### config.mk
export PLATFORM = sky130hd
export DESIGN_NAME = mem_req_router
export DESIGN_NICKNAME = d
export VERILOG_FILES = /design/src/rtl/mem_req_router.sv
export SDC_FILE = /design/constraint.sdc
export NUM_CORES = 1
export LEC_CHECK = 0
export BUFFER_PORTS_ARGS = -buffer_cell sky130_fd_sc_hd__buf_2
export CAP_MARGIN = 30
export CORE_AREA = 2 2 124 126
export DETAILED_ROUTE_END_ITERATION = 6
export DIE_AREA = 0 0 126 128
export PLACE_DENSITY = 0.66
export SLEW_MARGIN = 25
export SYNTH_ARGS = -nofsm -noshare
export SYNTH_HDL_FRONTEND = slang
export SYNTH_SLANG_ARGS = --single-unit
### constraint.sdc
create_clock -name i_clk -period 2.9 [get_ports i_clk]
set_clock_uncertainty 0.05 [all_clocks]
set_input_delay 0.725 -clock i_clk [delete_from_list [all_inputs] [get_ports i_clk]]
set_output_delay 0.725 -clock i_clk [all_outputs]
set_load 0.005 [all_outputs]
### src/rtl/mem_req_router.sv
// Routes one CPU request at a time to either the cache port or a Wishbone classic master.
// Define MEM_REQ_ROUTER_TIMEOUT_EN to add the uncached watchdog (limit TIMEOUT_CYCLES).
module mem_req_router #(
  parameter int AW             = 32,
  parameter int DW             = 32,
  parameter int TIMEOUT_CYCLES = 255,
  localparam int SW            = DW / 8
) (
  input  logic          i_clk,
  input  logic          i_reset_n,
  input  logic          i_req_valid,
  output logic          o_req_ready,
  input  logic [AW-1:0] i_req_addr,
  input  logic          i_req_we,
  input  logic [DW-1:0] i_req_wdata,
  input  logic [SW-1:0] i_req_sel,
  input  logic          i_cachable,
  output logic          o_rsp_valid,
  output logic [DW-1:0] o_rsp_rdata,
  output logic          o_rsp_err,
  output logic          o_c_valid,
  input  logic          i_c_ready,
  output logic [AW-1:0] o_c_addr,
  output logic          o_c_we,
  output logic [DW-1:0] o_c_wdata,
  output logic [SW-1:0] o_c_sel,
  input  logic          i_c_rsp_valid,
  input  logic [DW-1:0] i_c_rdata,
  output logic          o_wb_cyc,
  output logic          o_wb_stb,
  output logic          o_wb_we,
  output logic [AW-1:0] o_wb_addr,
  output logic [DW-1:0] o_wb_data,
  output logic [SW-1:0] o_wb_sel,
  input  logic          i_wb_ack,
  input  logic          i_wb_err,
  input  logic [DW-1:0] i_wb_data
);

  typedef enum logic [2:0] {
    IDLE,
    CACHE_REQ,
    CACHE_WAIT,
    WB,
    RESP
  } state_t;

  state_t state, state_next;

  logic [AW-1:0] addr_q;
  logic          we_q;
  logic [DW-1:0] wdata_q;
  logic [SW-1:0] sel_q;
  logic [DW-1:0] rdata_q;
  logic          err_q;

  logic accept;
  logic c_done;
  logic wb_done;
  logic timeout_hit;

  assign accept  = (state == IDLE) && i_req_valid;
  assign c_done  = (state == CACHE_WAIT) && i_c_rsp_valid;
  assign wb_done = (state == WB) && (i_wb_ack || i_wb_err);

  if (TIMEOUT_CYCLES < 1 || TIMEOUT_CYCLES > 65535) begin : g_bad_timeout
    $error("TIMEOUT_CYCLES must be in 1..65535");
  end

`ifdef MEM_REQ_ROUTER_TIMEOUT_EN
  // Counts WB cycles without ack/err; held at zero outside WB so every entry starts fresh.
  logic [15:0] wd_cnt;

  always_ff @(posedge i_clk) begin
    if (!i_reset_n) begin
      wd_cnt <= '0;
    end else if (state != WB || wb_done) begin
      wd_cnt <= '0;
    end else begin
      wd_cnt <= wd_cnt + 16'd1;
    end
  end

  assign timeout_hit = (state == WB) && !wb_done &&
                       (wd_cnt == 16'(TIMEOUT_CYCLES - 1));
`else
  assign timeout_hit = 1'b0;
`endif

  always_ff @(posedge i_clk) begin
    if (!i_reset_n) begin
      state <= IDLE;
    end else begin
      state <= state_next;
    end
  end

  always_comb begin
    state_next = state;
    case (state)
      IDLE:       if (accept) state_next = i_cachable ? CACHE_REQ : WB;
      CACHE_REQ:  if (i_c_ready) state_next = CACHE_WAIT;
      CACHE_WAIT: if (i_c_rsp_valid) state_next = RESP;
      WB:         if (wb_done || timeout_hit) state_next = RESP;
      RESP:       state_next = IDLE;
      default:    state_next = IDLE;
    endcase
  end

  // Request fields are frozen at acceptance; response data is zeroed for writes and timeouts.
  always_ff @(posedge i_clk) begin
    if (!i_reset_n) begin
      addr_q  <= '0;
      we_q    <= 1'b0;
      wdata_q <= '0;
      sel_q   <= '0;
      rdata_q <= '0;
      err_q   <= 1'b0;
    end else begin
      if (accept) begin
        addr_q  <= i_req_addr;
        we_q    <= i_req_we;
        wdata_q <= i_req_wdata;
        sel_q   <= i_req_sel;
      end
      if (c_done) begin
        rdata_q <= we_q ? '0 : i_c_rdata;
        err_q   <= 1'b0;
      end else if (wb_done) begin
        rdata_q <= we_q ? '0 : i_wb_data;
        err_q   <= i_wb_err;
      end else if (timeout_hit) begin
        rdata_q <= '0;
        err_q   <= 1'b1;
      end
    end
  end

  assign o_req_ready = (state == IDLE);

  assign o_c_valid = (state == CACHE_REQ);
  assign o_c_addr  = addr_q;
  assign o_c_we    = we_q;
  assign o_c_wdata = wdata_q;
  assign o_c_sel   = sel_q;

  assign o_wb_cyc  = (state == WB);
  assign o_wb_stb  = (state == WB);
  assign o_wb_we   = we_q;
  assign o_wb_addr = addr_q;
  assign o_wb_data = wdata_q;
  assign o_wb_sel  = sel_q;

  assign o_rsp_valid = (state == RESP);
  assign o_rsp_rdata = (state == RESP) ? rdata_q : '0;
  assign o_rsp_err   = (state == RESP) && err_q;

endmodule

# --- Word level (Yosys, flattened, before mapping) ---
# Index checks and enable logic that the tools add are counted.
classes:
  n_eq_ne: 8
  n_mux: 11
  bitwise: 1
  reduce_logical: 9
ops:
  columns: ["operator", "n"]
  rows:
  - ["two-way mux 32 bit", 5]
  - ["two-way mux 3 bit", 4]
  - ["one-hot mux 3 bit (4 select lines)", 1]
  - ["== test 3 x 2 -> 1 bit (second input constant)", 2]
  - ["!= test 2 x 1 -> 1 bit (second input constant)", 3]
  - ["logical AND 1 bit", 4]
  - ["AND reduction 4 bit", 1]
  - ["== test 3 x 1 -> 1 bit (second input constant)", 1]
  - ["== test 3 bit (second input constant)", 1]
  - ["zero test 3 bit", 1]
  - ["two-way mux 2 bit", 1]
  - ["!= test 2 bit (second input constant)", 1]
  - ["nonzero test 2 bit", 1]
  - ["OR reduction 2 bit", 1]
  - ["logical OR 1 bit", 1]
  - ["inverter 1 bit", 1]
word_totals:
  ff_bits: 105
  input_bits: 141
  out_inout_bits: 176
  word_cells: 36

# --- Longest topological paths before layout ---
depth:
  ltp_word: 4
  ltp_mapped: 6
  mapped_depth_nobuf: 3

# --- Worst setup path after synthesis ---
# OpenSTA, ideal clock, no wires.
synth_timing:
  path_type: "flip-flop to output port"
  from: "register state[0]"
  to: "output o_rsp_rdata[22]"
  arrival_ps: 1245
  t_required_ps: 2125
  setup_slack_ps: 880
  stages_incl_launch_ff: 5
  path_buffers: 2
  path_cell_list: "dfxtp_1 clkbuf_1 nor3b_2 clkbuf_1 and2_1"
synth_between:
  elab_chain_cells: 2
synth_lines:
  columns: ["element", "line_no", "rtl"]
  rows:
  - ["from (decl)", "48", "state_t state, state_next;"]
  - ["from (signal assigned)", "94", "state <= state_next;"]
  - ["== test 3 bit", null, null]
  - ["via o_rsp_valid", "18", "output logic o_rsp_valid,"]
  - ["two-way mux 32 bit", "155", "assign o_rsp_rdata = (state == RESP) ? rdata_q : '0;"]
  - ["to (decl)", "19", "output logic [DW-1:0] o_rsp_rdata,"]
# The timed path passes the listed nets, and every way through them passes these cells.

# --- Worst setup path in the final report ---
layout_timing:
  from: "register state[2]"
  to: "output o_rsp_rdata[20]"
layout_between:
  elab_chain_cells: 2
layout_lines:
  columns: ["element", "line_no"]
  rows:
  - ["== test 3 bit", "155"]
  - ["two-way mux 32 bit", "155"]
# No other way between the ends.

==> impl_results.md <==
- H-tree depth: 3
- Remaining DRCs: 0
- FF-to-FF Start: state[0]
- Worst setup EP type: primary output
- Gate Count Post-Synth: 581
- Critical path peak fanout: 34
- Post-CTS Setup Inserts: 0
- Worst stage delay on the critical path: 530 ps
- Dpl ws: between 600 and 700 ps
- Ports: 317
- DR vias/cell: 4.46
- Internal Power: 2540 uW
- CTS tree: built
- TritonCTS Buffers: 9
- Nets: 946
- Post-DRT Antenna Nets: 0
- Slowest CP cell: dfxtp_1
- Max Clk Rate: 0.399 GHz
- Fillers: approximately 1500
- PortBufs: 316
- Met3 wire len: 1.01 mm
- Post-Syn Area: 4990 um2
- Switching Power: between 1000 and 1500 uW
- Final min period: 2510 ps
- Unrepaired setup endpoints after global routing: no
- Chip width: 126 um
- Post-synthesis sequential area ratio: a little over two fifths
- PostCTS Resize Cnt: 0
- Met1 wire length: ~5.8 mm
- Distinct cells, synth: 32
- CTS Buffer Depth: 2
- Number of enable flip-flop cells after synthesis: 0
- Main synth FF type: dfxtp_1
- Final WL: 13.3 mm
- Flop pwr share: 47.0%
- Clk_lat worst skew: 340 ps
- Slew HR: 53.1%
- N_diodes: 0
- FF+latch count, synth: approximately 110
- Avg Inst Size Synth: ~8.6 um2
- Clock Tree Root: clkbuf_16
- Peak supply drop: about 360 uV
- Crit-path cells: nor3b_2 -> buf_4 -> and2_1 -> buf_2
- Height of the chip: 128 um
- Arrival time worst endpoint: ~1700 ps
- Area Overhead vs Synth: 28.1%
- Cell Rows: 45
- Crit path capture: o_rsp_rdata[20]
- Pleak: 0.00316 uW
- Initial core utilization: 33.6%
- Core Util, Final: 43.0%
- Measured slew at the worst slew-check pin: 704 ps
- Share of cells above drive strength 1: roughly 43%
- Outcome: completed
- Top Layer Used: met4
- Syn Nets: between 700 and 800
- Yosys warnings: 0
- Reg2Reg Depth: 4
- Dpl hpwl: 9.85 mm
- Switching share of power: between 20 and 30%
- GP Congestion: approximately 0.75
- Clock sink total: 105
- Setup TNS Final: 0 ps
- Total gr overflow: 0
- Fin. max-slew vios: 0
- Worst Setup Path Type: flop to primary output
- Hold Vio Cnt, Final: 0
- Core Box Area: 14900 um2
- Pin count of the biggest net entering global routing: 70
- # Max-Cap Violations: 0
- Clk pin slew, worst setup/hold paths: 70 ps
- PwrDens: 559 nW/um2
- Crit path required time: between 2000 and 2500 ps
- Startpoint types: flop
- PnR worst setup slack: about 390 ps
- Hold buffer count at CTS: 0
- Comb pwr share: roughly a fifth
- Initial DRT Pass Iterations: 4
- Clock power frac: 32.2%
- Die ar.: about 16000 um2
- Reg-to-reg endpoint: rdata_q[30]
- Total Routing Usage GR: 15.6%
- Met2 WL: 6.34 mm
- Antenna violations before repair: 0
- First-pass GRT wire length: 20.3 mm
- Critical Path Start: state[2]
- R2R setup slack: 910 ps
- DRT iter0 DRCs: 153
- Post-DR wirelength/cell: 13.4 um
- Tcrit/Tclk final: 86.5%
- Async SR Flop Fraction: 0%
- Vias in the first global route: 3822
- Total number of vias: 4450
- Setup violations, final: 0
- Hold WC Path Type: flop to flop
-- worst min-delay path by stage --
stage / slack, ps / cells past startpoint / to / startpoint
after floorplan: 390 / 2 / rdata_q[30] / rdata_q[30]
after global placement: 400 / 2 / rdata_q[30] / rdata_q[30]
after detailed placement: 400 / 2 / rdata_q[30] / rdata_q[30]
after CTS: 410 / 2 / rdata_q[30] / rdata_q[30]
after global routing: 430 / 2 / rdata_q[7] / rdata_q[7]
final: 410 / 2 / rdata_q[9] / rdata_q[9]
-- power groups by stage --
| stage | Clock, uW | Combinational [uW] | Sequential [uW] |
|---|---|---|---|
| 6_report | 1150 | 744 | 1680 |
| 5_1_grt | 1250 | 832 | 1700 |
| 4_1_cts | 1200 | 761 | 1680 |
| 3_5_place_dp | 0 | 759 | 1710 |
| 3_3_place_gp | 0 | 752 | 1710 |
| 2_1_floorplan | 0 | 543 | 1690 |
-- logic make-up after synthesis --
group / share of synthesized area, %
flip-flops: 42.1
AND/OR/NAND/NOR: 20.2
multiplexers: 6.64
buffers and inverters: 15.7
AO/OA/AOI/OAI: 15.4
-- final cells by class --
cell class / count / area (um2) / share of cell area (%)
multi-input cells: 363 / 2110 / 33.0
flip-flops and latches: 105 / 2100 / 32.9
repair buffers: 326 / 1670 / 26.1
clock buffers: 11 / 243 / 3.79
well taps: 188 / 235 / 3.68
clock inverters: 5 / 38.8 / 0.606
-- critical path, delay by kind of cell, from the launching register on --
family | cells | cell delay [ps]
buffers and inverters | 2 | 430
DFF | 1 | 530
and+or+nand+nor | 2 | 410
-- layout by cell type, fill, tap and decap left out, types with 2 or more instances in the layout --
| cell | count |
|---|---|
| nor3_1 | 2 |
| o22ai_1 | 31 |
| buf_4 | 9 |
| a21oi_1 | 2 |
| clkbuf_16 | 9 |
| nor3b_1 | 4 |
| and2_1 | 34 |
| a21boi_0 | 60 |
| a21boi_1 | 10 |
| buf_2 | 316 |
| nand2_1 | 170 |
| inv_6 | 2 |
| dfxtp_1 | 105 |
| mux2i_1 | 32 |
-- cells in the mapped netlist, types with 2 or more instances --
cell,n,area share (%)
and2_1,34,4.3
dfxtp_1,105,42
nand2_1,170,13
o22ai_1,31,3.9
clkbuf_1,16,1.2
nor3b_1,4,0.60
buf_4,73,11
mux2i_1,32,6.4
buf_6,9,2.0
a21boi_0,60,9.0
nor3_1,2,0.20
a21oi_1,2,0.20
buf_2,15,1.5
a21boi_1,10,1.5
-- per-layer routing --
metal  vias to the layer above  global-route usage, %
met5                         -                      0
met4                         0                   5.30
met3                        11                   4.47
met2                       169                   25.4
met1                      1978                   19.8
li1                       2292                      -
-- state kept, by name, indices dropped and copies added (netlist names) --
signal and flops:
o_c_addr 32, o_c_wdata 32, o_c_we 1, state 3
err_q 1, o_c_sel 4, rdata_q 32
-- through the flow --
stage	cell area, um2	std cells	hold WS, ps	power, uW
floorplan	4990	581	392	2240
global placement	6110	982	400	2460
detailed placement	6110	982	404	2470
CTS	6400	998	414	3640
global route	6400	998	428	3790
finish	6400	998	414	3570
Note: power is estimated with default switching activity, not from simulation.
